`src/rtl/uart_tx_frame_if.sv`:
```
// Word handshake between a source and uart_tx_frame: data qualified by valid,
// accepted on a rising edge where valid and ready are both high.
interface uart_tx_frame_if #(
  parameter int DATA_BITS = 8
);
  logic [DATA_BITS-1:0] tx_data;
  logic                 tx_valid;
  logic                 tx_ready;

  modport master (output tx_data, output tx_valid, input tx_ready);
  modport slave  (input tx_data, input tx_valid, output tx_ready);
endinterface

```
`src/rtl/uart_tx_frame.sv`:
```
// Parametrised UART transmitter with integrated baud divider and valid/ready input.
// Define UART_TX_FIFO_EN to place a 2**FIFO_AW-entry FIFO in front of the serialiser.
module uart_tx_frame #(
  parameter int CLKS_PER_BIT = 5208,
  parameter int DATA_BITS    = 8,
  parameter int PARITY       = 0,
  parameter int STOP_BITS    = 1,
  parameter int FIFO_AW      = 2
) (
  input  logic           sys_clk,
  input  logic           sys_rst,
  uart_tx_frame_if.slave tx_if,
  output logic           rs232_tx,
  output logic           tx_busy,
  output logic           tx_done
);

  // state    | meaning
  // S_IDLE   | line high, ready for the next word
  // S_START  | start bit (line low)
  // S_DATA   | payload bits, LSB first
  // S_PARITY | parity bit (only when PARITY != 0)
  // S_STOP   | STOP_BITS stop periods (line high)
  typedef enum logic [2:0] {
    S_IDLE,
    S_START,
    S_DATA,
    S_PARITY,
    S_STOP
  } state_t;

  localparam int BAUD_W = $clog2(CLKS_PER_BIT);
  localparam int BIT_W  = $clog2(DATA_BITS);

  if (CLKS_PER_BIT < 2 || CLKS_PER_BIT > 65535 || DATA_BITS < 5 || DATA_BITS > 9 ||
      PARITY < 0 || PARITY > 2 || STOP_BITS < 1 || STOP_BITS > 2 || FIFO_AW < 1)
  begin : g_bad_param
    $error("uart_tx_frame: illegal parameter set");
  end

  state_t               state_q, state_d;
  logic [BAUD_W-1:0]    baud_q, baud_d;
  logic [BIT_W-1:0]     bit_q, bit_d;
  logic [DATA_BITS-1:0] shreg_q, shreg_d;
  logic                 par_q, par_d;
  logic                 line_d;
  logic                 done_d;
  logic                 bit_end;
  logic                 last_data;
  logic                 last_stop;
  logic                 start_req;
  logic [DATA_BITS-1:0] start_word;

`ifdef UART_TX_FIFO_EN
  localparam int DEPTH = 2**FIFO_AW;

  logic [DATA_BITS-1:0] fifo_mem [DEPTH];
  logic [FIFO_AW-1:0]   wr_ptr, rd_ptr;
  logic [FIFO_AW:0]     fifo_cnt;
  logic                 push, pop;

  assign tx_if.tx_ready = (fifo_cnt != (FIFO_AW+1)'(DEPTH)) && !sys_rst;
  assign push           = tx_if.tx_valid && tx_if.tx_ready;
  assign pop            = (state_q == S_IDLE) && (fifo_cnt != '0);
  assign start_req      = pop;
  assign start_word     = fifo_mem[rd_ptr];

  always_ff @(posedge sys_clk) begin
    if (push) begin
      fifo_mem[wr_ptr] <= tx_if.tx_data;
    end
  end

  always_ff @(posedge sys_clk) begin
    if (sys_rst) begin
      wr_ptr   <= '0;
      rd_ptr   <= '0;
      fifo_cnt <= '0;
    end else begin
      if (push) begin
        wr_ptr <= wr_ptr + 1'b1;
      end
      if (pop) begin
        rd_ptr <= rd_ptr + 1'b1;
      end
      fifo_cnt <= fifo_cnt + (FIFO_AW+1)'(push) - (FIFO_AW+1)'(pop);
    end
  end
`else
  assign tx_if.tx_ready = (state_q == S_IDLE) && !sys_rst;
  assign start_req      = tx_if.tx_valid && tx_if.tx_ready;
  assign start_word     = tx_if.tx_data;
`endif

  assign bit_end   = (baud_q == BAUD_W'(CLKS_PER_BIT - 1));
  assign last_data = (bit_q == BIT_W'(DATA_BITS - 1));
  assign last_stop = (bit_q == BIT_W'(STOP_BITS - 1));
  assign tx_busy   = (state_q != S_IDLE);

  always_comb begin
    state_d = state_q;
    bit_d   = bit_q;
    shreg_d = shreg_q;
    par_d   = par_q;
    done_d  = 1'b0;
    line_d  = 1'b1;
    baud_d  = (state_q == S_IDLE || bit_end) ? '0 : baud_q + 1'b1;

    case (state_q)
      S_IDLE: begin
        bit_d = '0;
        if (start_req) begin
          state_d = S_START;
          shreg_d = start_word;
          par_d   = (PARITY == 1) ? ~^start_word : ^start_word;
        end
      end
      S_START: begin
        if (bit_end) begin
          state_d = S_DATA;
        end
      end
      S_DATA: begin
        if (bit_end) begin
          shreg_d = shreg_q >> 1;
          if (last_data) begin
            bit_d   = '0;
            state_d = (PARITY != 0) ? S_PARITY : S_STOP;
          end else begin
            bit_d = bit_q + 1'b1;
          end
        end
      end
      S_PARITY: begin
        if (bit_end) begin
          state_d = S_STOP;
        end
      end
      S_STOP: begin
        if (bit_end) begin
          if (last_stop) begin
            state_d = S_IDLE;
            done_d  = 1'b1;
          end else begin
            bit_d = bit_q + 1'b1;
          end
        end
      end
      default: begin
        state_d = S_IDLE;
      end
    endcase

    // The line register is loaded from the next state so the start bit
    // appears in the cycle right after the accepting edge.
    case (state_d)
      S_START:  line_d = 1'b0;
      S_DATA:   line_d = shreg_d[0];
      S_PARITY: line_d = par_d;
      default:  line_d = 1'b1;
    endcase
  end

  always_ff @(posedge sys_clk) begin
    if (sys_rst) begin
      state_q  <= S_IDLE;
      baud_q   <= '0;
      bit_q    <= '0;
      shreg_q  <= '0;
      par_q    <= 1'b0;
      rs232_tx <= 1'b1;
      tx_done  <= 1'b0;
    end else begin
      state_q  <= state_d;
      baud_q   <= baud_d;
      bit_q    <= bit_d;
      shreg_q  <= shreg_d;
      par_q    <= par_d;
      rs232_tx <= line_d;
      tx_done  <= done_d;
    end
  end

endmodule
```
`src/flat_wrapper.sv`:
```
// flat-port wrapper written by rule: the top's interface ports become plain ports
module uart_tx_frame_flat 
#(
  parameter int CLKS_PER_BIT = 5208,
  parameter int DATA_BITS    = 8,
  parameter int PARITY       = 0,
  parameter int STOP_BITS    = 1,
  parameter int FIFO_AW      = 2
)
  (sys_clk, sys_rst, rs232_tx, tx_busy, tx_done, tx_if_tx_data, tx_if_tx_valid, tx_if_tx_ready);
  uart_tx_frame_if #(.DATA_BITS(DATA_BITS)) tx_if_i ();
  input  logic sys_clk;
  input  logic sys_rst;
  output logic rs232_tx;
  output logic tx_busy;
  output logic tx_done;
  input wire logic [$bits(tx_if_i.tx_data)-1:0] tx_if_tx_data;
  input wire logic [$bits(tx_if_i.tx_valid)-1:0] tx_if_tx_valid;
  output wire logic [$bits(tx_if_i.tx_ready)-1:0] tx_if_tx_ready;
  assign tx_if_i.tx_data = tx_if_tx_data;
  assign tx_if_i.tx_valid = tx_if_tx_valid;
  assign tx_if_tx_ready = tx_if_i.tx_ready;
  uart_tx_frame #(.CLKS_PER_BIT(CLKS_PER_BIT), .DATA_BITS(DATA_BITS), .PARITY(PARITY), .STOP_BITS(STOP_BITS), .FIFO_AW(FIFO_AW)) u_core (.sys_clk(sys_clk), .sys_rst(sys_rst), .tx_if(tx_if_i), .rs232_tx(rs232_tx), .tx_busy(tx_busy), .tx_done(tx_done));
endmodule
```
`config.mk`:
```
export PLATFORM = sky130hd
export DESIGN_NAME = uart_tx_frame_flat
export DESIGN_NICKNAME = d
export VERILOG_FILES = /design/src/rtl/uart_tx_frame_if.sv /design/src/rtl/uart_tx_frame.sv /design/src/flat_wrapper.sv
export SDC_FILE = /design/constraint.sdc
export NUM_CORES = 1
export LEC_CHECK = 0
export BUFFER_PORTS_ARGS = -buffer_cell sky130_fd_sc_hd__buf_2
export CAP_MARGIN = 20
export CORE_MARGIN = 2
export CORE_UTILIZATION = 61
export DETAILED_ROUTE_END_ITERATION = 6
export MAX_ROUTING_LAYER = met4
export PLACE_DENSITY_LB_ADDON = 0.25
export SLEW_MARGIN = 10
export SYNTH_ARGS = -nofsm -noshare
export SYNTH_HDL_FRONTEND = slang
export SYNTH_SLANG_ARGS = --single-unit
```
`constraint.sdc`:
```
create_clock -name sys_clk -period 4.4 [get_ports sys_clk]
set_clock_uncertainty 0.1 [all_clocks]
set_input_delay 0.44 -clock sys_clk [delete_from_list [all_inputs] [get_ports sys_clk]]
set_output_delay 0.44 -clock sys_clk [all_outputs]
set_load 0.01 [all_outputs]
```
==> results.py, run 1 <==
metrics = {
    "synth": {
        "synth.top_cell.area_share_pct": 40.7,
        "synth_top_area_cell": "dfxtp_1",
        "yosys_warnings": 0,
        "netlist_area_mm2": 0.00148,
        "async_reset_ff_share_pct": 0,
        "syn_area_per_cell_um2": 8.63,
        "synth-seq-cells": 30,
        "synth.distinct_cells": 39,
        "synthTopCellsByArea": "dfxtp_1, xnor2_1, nor2_1",
        "syn_nets": 186,
        "postSynthCellCount": 171,
        "ys.flop_type": "dfxtp_1",
        "synth_edf_count": 0,
        "ys_seq_area_share_pct": 40.7,
    },
    "place": {
        "dpl.hpwl_mm": 2.12,
        "gp_congestion": 0.851,
        "portBuffers": 14,
    },
    "routing": {
        "vias": 1280,
        "drc_errors": 0,
        "viasPerCell": 5.95,
        "wl_per_cell_um": 14.3,
        "routed_wl_mm": 3.08,
        "dr.pass1.iters": 4,
        "drt_iter0_drc": 24,
        "postRouteAntennaNets": 0,
    },
    "layout": {
        "syn_to_final_growth_pct": 9.66,
        "nets": 201,
        "antenna_cells": 0,
        "drive_gt1_share_pct": 13.4,
        "final_cell_mix": "dfxtp_1, nor2_1, nand2_1, buf_2, a21oi_1",
        "final_common_cell": "dfxtp_1",
    },
    "worst_setup_path": {
        "arrival_ps": 2620,
        "startpoint_type": "register",
        "crit_fanout": 7,
        "cp-end-kind": "register",
        "path_class": "register to register",
        "worstPathRequired_ps": 4530,
    },
    "clock_tree": {
        "clk_transition_reported_paths_ps": 100,
        "cts_made_buffers": 5,
        "h-tree-depth": 2,
        "clock_latency_ps": 330,
        "cts_sinks": 30,
        "hold_buffers": 0,
        "cts-root-buf": "clkbuf_4",
        "cts_buffer_depth": 2,
        "cts_resized": 0,
        "cts_tree": "yes",
        "post_cts.repair.setup_buffers": 0,
    },
    "pwr": {
        "leakage_uw": 0.000591,
        "powerDensity_mw_per_mm2": 308,
        "peakVddDrop_mv": 0.285,
    },
    "die": {
        "die_h_um": 53.2,
        "core_area_mm2": 0.00225,
        "pin_count": 15,
        "design.die.area_mm2": 0.00283,
        "start_util_pct": 65.5,
        "rows": 17,
        "chipWidth_um": 53.2,
    },
    "grt": {
        "grt_use_total_pct": 25.2,
        "grt_pass1_wl_mm": 4.89,
        "grt-ovfl-total": 0,
        "grt_max_degree": 20,
        "antenna_found_initial": 0,
        "grt_pass1_vias": 1140,
    },
    "timing": {
        "tightest_slew_ps": 675,
        "rsz0062_at_grt": "false",
        "finalSetupViolations": 0,
        "finalHoldViolations": 0,
        "finalMaxSlewViolations": 0,
        "hold_ws_ps": 286,
        "slew_headroom_pct": 55.0,
        "tns_ps": 0,
        "min_period_over_period_pct": 56.6,
        "period_needed_ps": 2490,
        "clock.fmax_mhz": 402,
    },
    "min_path": {
        "hold_path_class": "primary input to register",
    },
    "job": {
        "drv_cap": 0,
    },
    "outcome": {
        "status": "completed",
    },
}
-- final cells by class --
| type | count | area (um2) |
|---|---|---|
| clock buffer | 7 | 55.1 |
| clock inverter | 1 | 5.00 |
| fill | 184 | 636 |
| inverter | 8 | 30.0 |
| multi-input combinational | 127 | 823 |
| sequential | 30 | 601 |
| tap | 28 | 35.0 |
| timing repair buffer | 14 | 70.1 |
-- cells in the mapped netlist, drive strengths merged (3+ instances only) --
master,n
dfxtp,30
nor2,23
nand2,14
a21oi,12
xnor2,10
inv,8
a22oi,7
clkbuf,6
nand3,6
xor2,6
nand4,5
ha,4
nand2b,4
nor4,3
or3,3
or4b,3
-- sequential cells by signal, indices dropped and copies added (netlist names) --
register	flops
u_core.baud_q	13
u_core.bit_q	3
u_core.par_q	1
u_core.rs232_tx	1
u_core.shreg_q	8
u_core.state_q	3
u_core.tx_done	1
-- layer usage --
| layer | global-route usage [%] | share of wire [%] | up-vias | routed length [um] |
|---|---|---|---|---|
| li1 | - | - | 634 | - |
| met1 | 28.7 | 44 | 595 | 1370 |
| met2 | 39.8 | 48 | 40 | 1490 |
| met3 | 8.19 | 5.3 | 11 | 162 |
| met4 | 12.4 | 1.9 | 0 | 59 |
| met5 | - | 0 | - | 0 |
-- critical path: stages, from the launching register on --
cell and delay (ps):
dfxtp_1 370, nor4b_1 580, nand3_1 370, o31a_1 330, or4b_1 460, a21o_1 180
-- power by group --
part           internal, uW  switching [uW]
registers               278            4.97
clock network          77.3            94.8
logic                  19.6            24.3
-- worst paths after layout --
check                           slack (ps)                end         startpoint  cells past startpoint
worst max-delay path                  1910    u_core.rs232_tx   u_core.baud_q[9]                      5
worst min-delay path                   290  u_core.shreg_q[7]   tx_if_tx_data[7]                      3
worst max register to register        1910    u_core.rs232_tx   u_core.baud_q[9]                      5
worst min register to register         360  u_core.shreg_q[4]  u_core.shreg_q[4]                      2
-- cell families (layout without fill, tap and decap cells) --
logic type	count (synthesis)	after routing	share of synthesized area (%)
DFF	30	30	40.7
adders and majority gates	4	4	3.39
buffers and inverters	14	30	3.56
xor gates and xnor gates	16	16	9.49
AOI/OAI and AO/OA	30	30	13.1
muxes	2	2	1.36
and+or+nand+nor	75	75	28.5
-- per-stage QoR --
| step | cells | cell area [um2] | setup WS (ps) | utilization [%] | power [uW] |
|---|---|---|---|---|---|
| 4_1_cts | 215 | 1620 | 1950 | 71.8 | 501 |
| 2_1_floorplan | 171 | 1480 | 2080 | - | 319 |
| 6_report | 215 | 1620 | 1910 | 71.8 | 499 |
| 3_5_place_dp | 207 | 1560 | 1900 | 69.1 | 332 |
| 3_3_place_gp | 207 | 1560 | 1960 | 69.1 | 330 |
| 5_1_grt | 215 | 1620 | 1710 | 71.8 | 516 |
No activity file was read; power rests on OpenSTA's default activity.
==> run 2, diff against run 1 <==
--- a/config.mk
+++ b/config.mk
@@ -8,7 +8,7 @@
 export BUFFER_PORTS_ARGS = -buffer_cell sky130_fd_sc_hd__buf_2
 export CAP_MARGIN = 20
 export CORE_MARGIN = 2
-export CORE_UTILIZATION = 61
+export CORE_UTILIZATION = 57
 export DETAILED_ROUTE_END_ITERATION = 6
 export MAX_ROUTING_LAYER = met4
 export PLACE_DENSITY_LB_ADDON = 0.25
==> constraint.sdc (replaced) <==
create_clock -name sys_clk -period 2.3 [get_ports sys_clk]
set_clock_uncertainty 0.1 [all_clocks]
set_input_delay 0.23 -clock sys_clk [delete_from_list [all_inputs] [get_ports sys_clk]]
set_output_delay 0.23 -clock sys_clk [all_outputs]
set_load 0.01 [all_outputs]
==> results.py, run 2 (synthesis results as in run 1) <==
metrics = {
    "routing": {
        "drt_iter0_drc": 35,
        "dr.pass1.iters": 4,
        "vias": 1270,
        "routed_wl_mm": 3.04,
        "postRouteAntennaNets": 0,
        "drc_errors": 0,
        "wl_per_cell_um": 13.6,
        "viasPerCell": 5.70,
    },
    "pwr": {
        "leakage_uw": 0.000617,
        "p_total_uw": 916,
        "peakVddDrop_mv": 0.515,
        "powerDensity_mw_per_mm2": 552,
    },
    "clock_tree": {
        "cts_tree": "yes",
        "cts_buffer_depth": 2,
        "cts-root-buf": "clkbuf_4",
        "cts_sinks": 30,
        "cts_made_buffers": 5,
        "clk_transition_reported_paths_ps": 90,
        "hold_buffers": 0,
        "cts_resized": 0,
        "h-tree-depth": 2,
        "post_cts.repair.setup_buffers": 0,
        "clock_latency_ps": 330,
    },
    "die": {
        "start_util_pct": 60.1,
        "core_area_mm2": 0.00245,
        "design.die.area_mm2": 0.00301,
        "die_h_um": 54.9,
        "chipWidth_um": 54.9,
        "pin_count": 15,
        "rows": 18,
    },
    "place": {
        "dpl.hpwl_mm": 2.16,
        "postPlaceCellArea_mm2": 0.00161,
        "gp_congestion": 0.883,
        "portBuffers": 14,
    },
    "timing": {
        "finalHoldViolations": 0,
        "tns_ps": 0,
        "finalMaxSlewViolations": 0,
        "slew_headroom_pct": 67.2,
        "rsz0062_at_grt": "false",
        "clock.fmax_mhz": 465,
        "tightest_slew_ps": 491,
        "finalSetupViolations": 0,
        "min_period_over_period_pct": 93.5,
        "period_needed_ps": 2150,
    },
    "layout": {
        "final_cell_mix": "dfxtp_1, nor2_1, nand2_1, buf_2, a21oi_1",
        "drive_gt1_share_pct": 15.5,
        "largest_reg_flops": 13,
        "nets": 208,
        "design_area_mm2": 0.00166,
        "antenna_cells": 0,
        "syn_to_final_growth_pct": 12.4,
        "final_common_cell": "dfxtp_1",
        "largest_register": "u_core.baud_q",
        "n_fill_cell": 204,
        "reg_top3": "u_core.baud_q (13), u_core.shreg_q (8)",
    },
    "worst_setup_path": {
        "cp_slowest_stage_delay_ps": 560,
        "crit_fanout": 5,
        "cp-end-kind": "register",
        "startpoint_type": "register",
        "path_cells": "or4b_4 -> nor4_4 -> nor3b_1 -> or4b_1 -> a21o_1",
        "arrival_ps": 2290,
        "crit_slowest_cell": "or4b_4",
        "crit_buf_inv": 0,
        "path_class": "register to register",
        "cp_top_family": "simple AND/OR/NAND/NOR gates",
        "worstPathRequired_ps": 2440,
    },
    "grt": {
        "grt_pass1_vias": 1094,
        "antenna_found_initial": 0,
        "grt_pass1_wl_mm": 4.81,
        "grt_use_total_pct": 23.9,
        "grt_max_degree": 19,
        "grt-ovfl-total": 0,
    },
    "min_path": {
        "hold_path_class": "primary input to register",
    },
    "outcome": {
        "status": "completed",
    },
    "job": {
        "drv_cap": 0,
    },
}
==> run 2: changes by cell type in the layout (fill, tap and decap cells not counted), sizes merged <==
cell    delta
buf        +7
clkinv     -1
==> run 2: path summary, 6_finish.rpt <==
path,start,to,slack (ps),cells after the start
setup / recovery,u_core.baud_q[9],u_core.rs232_tx,150,5
hold / removal,tx_if_tx_data[7],u_core.shreg_q[7],70,3
setup reg to reg,u_core.baud_q[9],u_core.rs232_tx,150,5
hold reg to reg,u_core.shreg_q[0],u_core.shreg_q[0],360,2
==> run 2: area by class of cell <==
cell class | count | area, um2 | area share (%)
multi-input cells | 127 | 823 | 49.6
flip-flops and latches | 30 | 601 | 36.2
repair buffers | 21 | 123 | 7.39
clock buffers | 7 | 45.0 | 2.71
well taps | 30 | 37.5 | 2.26
inverters | 8 | 30.0 | 1.81
==> run 2: power by group <==
group | internal, uW | switching, uW
sequential | 531 | 6.60
combinational | 41.7 | 48.7
clock | 115 | 173
total | 688 | 229
==> run 2: worst min-delay path, cell delays in order <==
cell,delay [ps]
buf_2,100
a21oi_1,60
nor2_1,80
==> run 2: per-stage QoR <==
step                setup slack, ps  cells  util (%)  hold slack [ps]
finish                          151    223      67.6             69.5
global route                   30.8    223      67.6             90.6
CTS                             140    223      67.6             51.1
detailed placement              160    216      65.7              347
global placement                180    216      65.7              338
floorplan                      25.3    171         -              271
==> run 2: routing by layer <==
metal / part of all wire, % / vias to the layer above / track usage (%)
li1: - / 645 / -
met1: 46 / 589 / 28.2
met2: 47 / 29 / 36.5
met3: 4.9 / 7 / 6.45
met4: 1.9 / 0 / 13.8
met5: 0 / - / -
==> run 3, diff against run 2 <==
--- a/config.mk
+++ b/config.mk
@@ -5,10 +5,11 @@
 export SDC_FILE = /design/constraint.sdc
 export NUM_CORES = 1
 export LEC_CHECK = 0
+export ABC_AREA = 1
 export BUFFER_PORTS_ARGS = -buffer_cell sky130_fd_sc_hd__buf_2
 export CAP_MARGIN = 20
 export CORE_MARGIN = 2
-export CORE_UTILIZATION = 57
+export CORE_UTILIZATION = 59
 export DETAILED_ROUTE_END_ITERATION = 6
 export MAX_ROUTING_LAYER = met4
 export PLACE_DENSITY_LB_ADDON = 0.25
==> results.py, run 3 <==
metrics = {
    "outcome": {
        "status": "completed",
    },
    "timing": {
        "fin_ws_ps": 518,
        "slew_headroom_pct": 73.2,
        "tns_ps": 0,
        "min_period_over_period_pct": 77.5,
        "period_needed_ps": 1780,
        "clock.fmax_mhz": 561,
        "finalHoldViolations": 0,
        "finalSetupViolations": 0,
        "finalMaxSlewViolations": 0,
        "tightest_slew_ps": 401,
        "rsz0062_at_grt": "false",
    },
    "synth": {
        "syn_area_per_cell_um2": 6.69,
        "async_reset_ff_share_pct": 0,
        "synth.distinct_cells": 40,
        "postSynthCellCount": 262,
        "synth_top_area_cell": "dfxtp_1",
        "synth-seq-cells": 30,
        "ys_seq_area_share_pct": 34.3,
        "ys.flop_type": "dfxtp_1",
        "synth.most_common_cell": "nand2_1",
        "synthTopCellsByArea": "dfxtp_1, nand2_1, inv_1",
        "netlist_area_mm2": 0.00175,
        "yosys_warnings": 0,
        "syn_nets": 277,
        "ys_top_cells_by_count": "nand2_1, inv_1, dfxtp_1, nor2_1, a21oi_1",
        "synth.top_cell.area_share_pct": 34.3,
        "synth_edf_count": 0,
    },
    "routing": {
        "drt_iter0_drc": 62,
        "vias": 1599,
        "postRouteAntennaNets": 0,
        "routed_wl_mm": 3.33,
        "viasPerCell": 5.14,
        "dr.pass1.iters": 4,
        "wl_per_cell_um": 10.7,
        "drc_errors": 0,
    },
    "clock_tree": {
        "cts_resized": 0,
        "cts_tree": "yes",
        "cts-root-buf": "clkbuf_4",
        "clock_latency_ps": 320,
        "cts_sinks": 30,
        "cts_buffer_depth": 2,
        "cts_made_buffers": 5,
        "post_cts.repair.setup_buffers": 0,
        "hold_buffers": 0,
        "h-tree-depth": 2,
        "clk_transition_reported_paths_ps": 90,
    },
    "layout": {
        "largest_reg_flops": 13,
        "final_common_cell": "nand2_1",
        "reg_top3": "u_core.baud_q (13), u_core.shreg_q (8)",
        "syn_to_final_growth_pct": 7.99,
        "largest_register": "u_core.baud_q",
        "drive_gt1_share_pct": 16.8,
        "nets": 295,
        "antenna_cells": 0,
        "n_fill_cell": 252,
        "final_cell_mix": "nand2_1, inv_1, nor2_1, dfxtp_1, buf_2",
    },
    "worst_setup_path": {
        "timing.rr.start": "u_core.baud_q[0]",
        "worstPathRequired_ps": 2440,
        "crit_fanout": 9,
        "path_class": "register to register",
        "reg2reg_depth": 9,
        "cp-end-kind": "register",
        "crit_buf_inv": 2,
        "path_cells": "ha_1 -> nand2_1 -> inv_1 -> nand2_1 -> nor2_4 -> nand2_4 -> nand3_1 -> buf_4 -> nor3b_1",
        "r2r-end": "u_core.baud_q[6]",
        "cp_slowest_stage_delay_ps": 330,
        "crit_slowest_cell": "dfxtp_1",
        "arrival_ps": 1920,
        "crit_top_cell": "nand2_1",
        "startpoint_type": "register",
        "cp_top_family": "simple AND/OR/NAND/NOR gates",
        "rrSetupSlack_ps": 520,
    },
    "grt": {
        "grt_max_degree": 18,
        "grt_pass1_wl_mm": 5.91,
        "grt-ovfl-total": 0,
        "grt_use_total_pct": 23.2,
        "antenna_found_initial": 0,
        "grt_pass1_vias": 1459,
    },
    "die": {
        "core_area_mm2": 0.00278,
        "start_util_pct": 63.0,
        "die_h_um": 58.5,
        "design.die.area_mm2": 0.00342,
        "rows": 19,
        "pin_count": 15,
        "chipWidth_um": 58.5,
    },
    "place": {
        "gp_congestion": 0.885,
        "pre_cts_ws_ps": 550,
        "portBuffers": 14,
        "dpl.hpwl_mm": 2.57,
    },
    "pwr": {
        "powerDensity_mw_per_mm2": 494,
        "peakVddDrop_mv": 0.481,
        "leakage_uw": 0.000853,
    },
    "job": {
        "drv_cap": 0,
    },
    "min_path": {
        "hold_path_class": "primary input to register",
        "hold_path_depth": 3,
        "hp-start": "tx_if_tx_data[7]",
        "holdPathEnd": "u_core.shreg_q[7]",
    },
}
## run 3: changes by cell type in the layout (fill, tap and decap cells not counted), sizes merged, moves of 3 or more
cell and delta:
a22oi -7, nand3 +6, xnor2 -8, or3 -3, nand2 +68, o21ai +5
nor2 +14, nor3 +6, nand2b -4, or4b -3, o22ai +4, xor2 -5
buf -6, inv +34
## run 3: cell type report
cell class,count,area (um2),area share [%]
Tap cell,31,38.8,2.05
Timing Repair Buffer,15,77.6,4.10
Clock buffer,7,45.0,2.38
Inverter,43,164,8.66
Sequential cell,30,601,31.7
Multi-Input combinational cell,185,967,51.1
## run 3: worst reg2reg max path: stages, from the launching register on
cell and delay (ps):
dfxtp_1 330, ha_1 210, nand2_1 100, inv_1 60, nand2_1 120, nor2_4 50
nand2_4 100, nand3_1 200, buf_4 230, nor3b_1 200
## run 3: through the flow
step	cell area [um2]	cells	hold WS, ps	total power [uW]	util (%)
after floorplan	1750	262	277	637	-
after global placement	1850	304	332	665	66.4
after detailed placement	1850	304	344	667	66.4
after CTS	1890	311	68.8	942	68.1
after global routing	1890	311	73.5	984	68.1
final	1890	311	72.8	935	68.1
## run 3: kinds of logic (layout without fill, tap and decap cells)
kind of cell,Yosys count,after routing,share of synthesized area [%]
buffers and inverters,47,65,10.6
AOI/OAI and AO/OA,31,31,10.5
xor gates and xnor gates,3,3,1.50
DFF,30,30,34.3
adders and majority gates,4,4,2.86
and+or+nand+nor,147,147,40.3
## run 3: how the worst max path moves through the flow
stage / from / to / slack, ps / cells after the start
finish: u_core.baud_q[0] / u_core.baud_q[6] / 520 / 9
global route: u_core.baud_q[0] / u_core.baud_q[6] / 350 / 9
CTS: u_core.baud_q[0] / u_core.baud_q[6] / 500 / 9
detailed placement: u_core.baud_q[0] / u_core.baud_q[8] / 550 / 10
global placement: u_core.baud_q[0] / u_core.baud_q[8] / 620 / 10
floorplan: u_core.baud_q[0] / u_core.shreg_q[1] / 770 / 12
## run 3: layer usage
metal  track usage (%)  vias to the layer above  share of wire (%)
met3              4.62                        6                3.3
met1              26.4                      712                 47
met2              39.8                       28                 48
met4              8.97                        0                1.7
li1                  -                      853                  -
met5                 -                        -                  0
## run 3: power breakdown
part / switching (uW) / leakage [uW] / internal (uW)
Clock: 166 / 0.0000254 / 115
Combinational: 71.8 / 0.000585 / 42.3
Sequential: 9.14 / 0.000243 / 532
Total: 246 / 0.000853 / 689
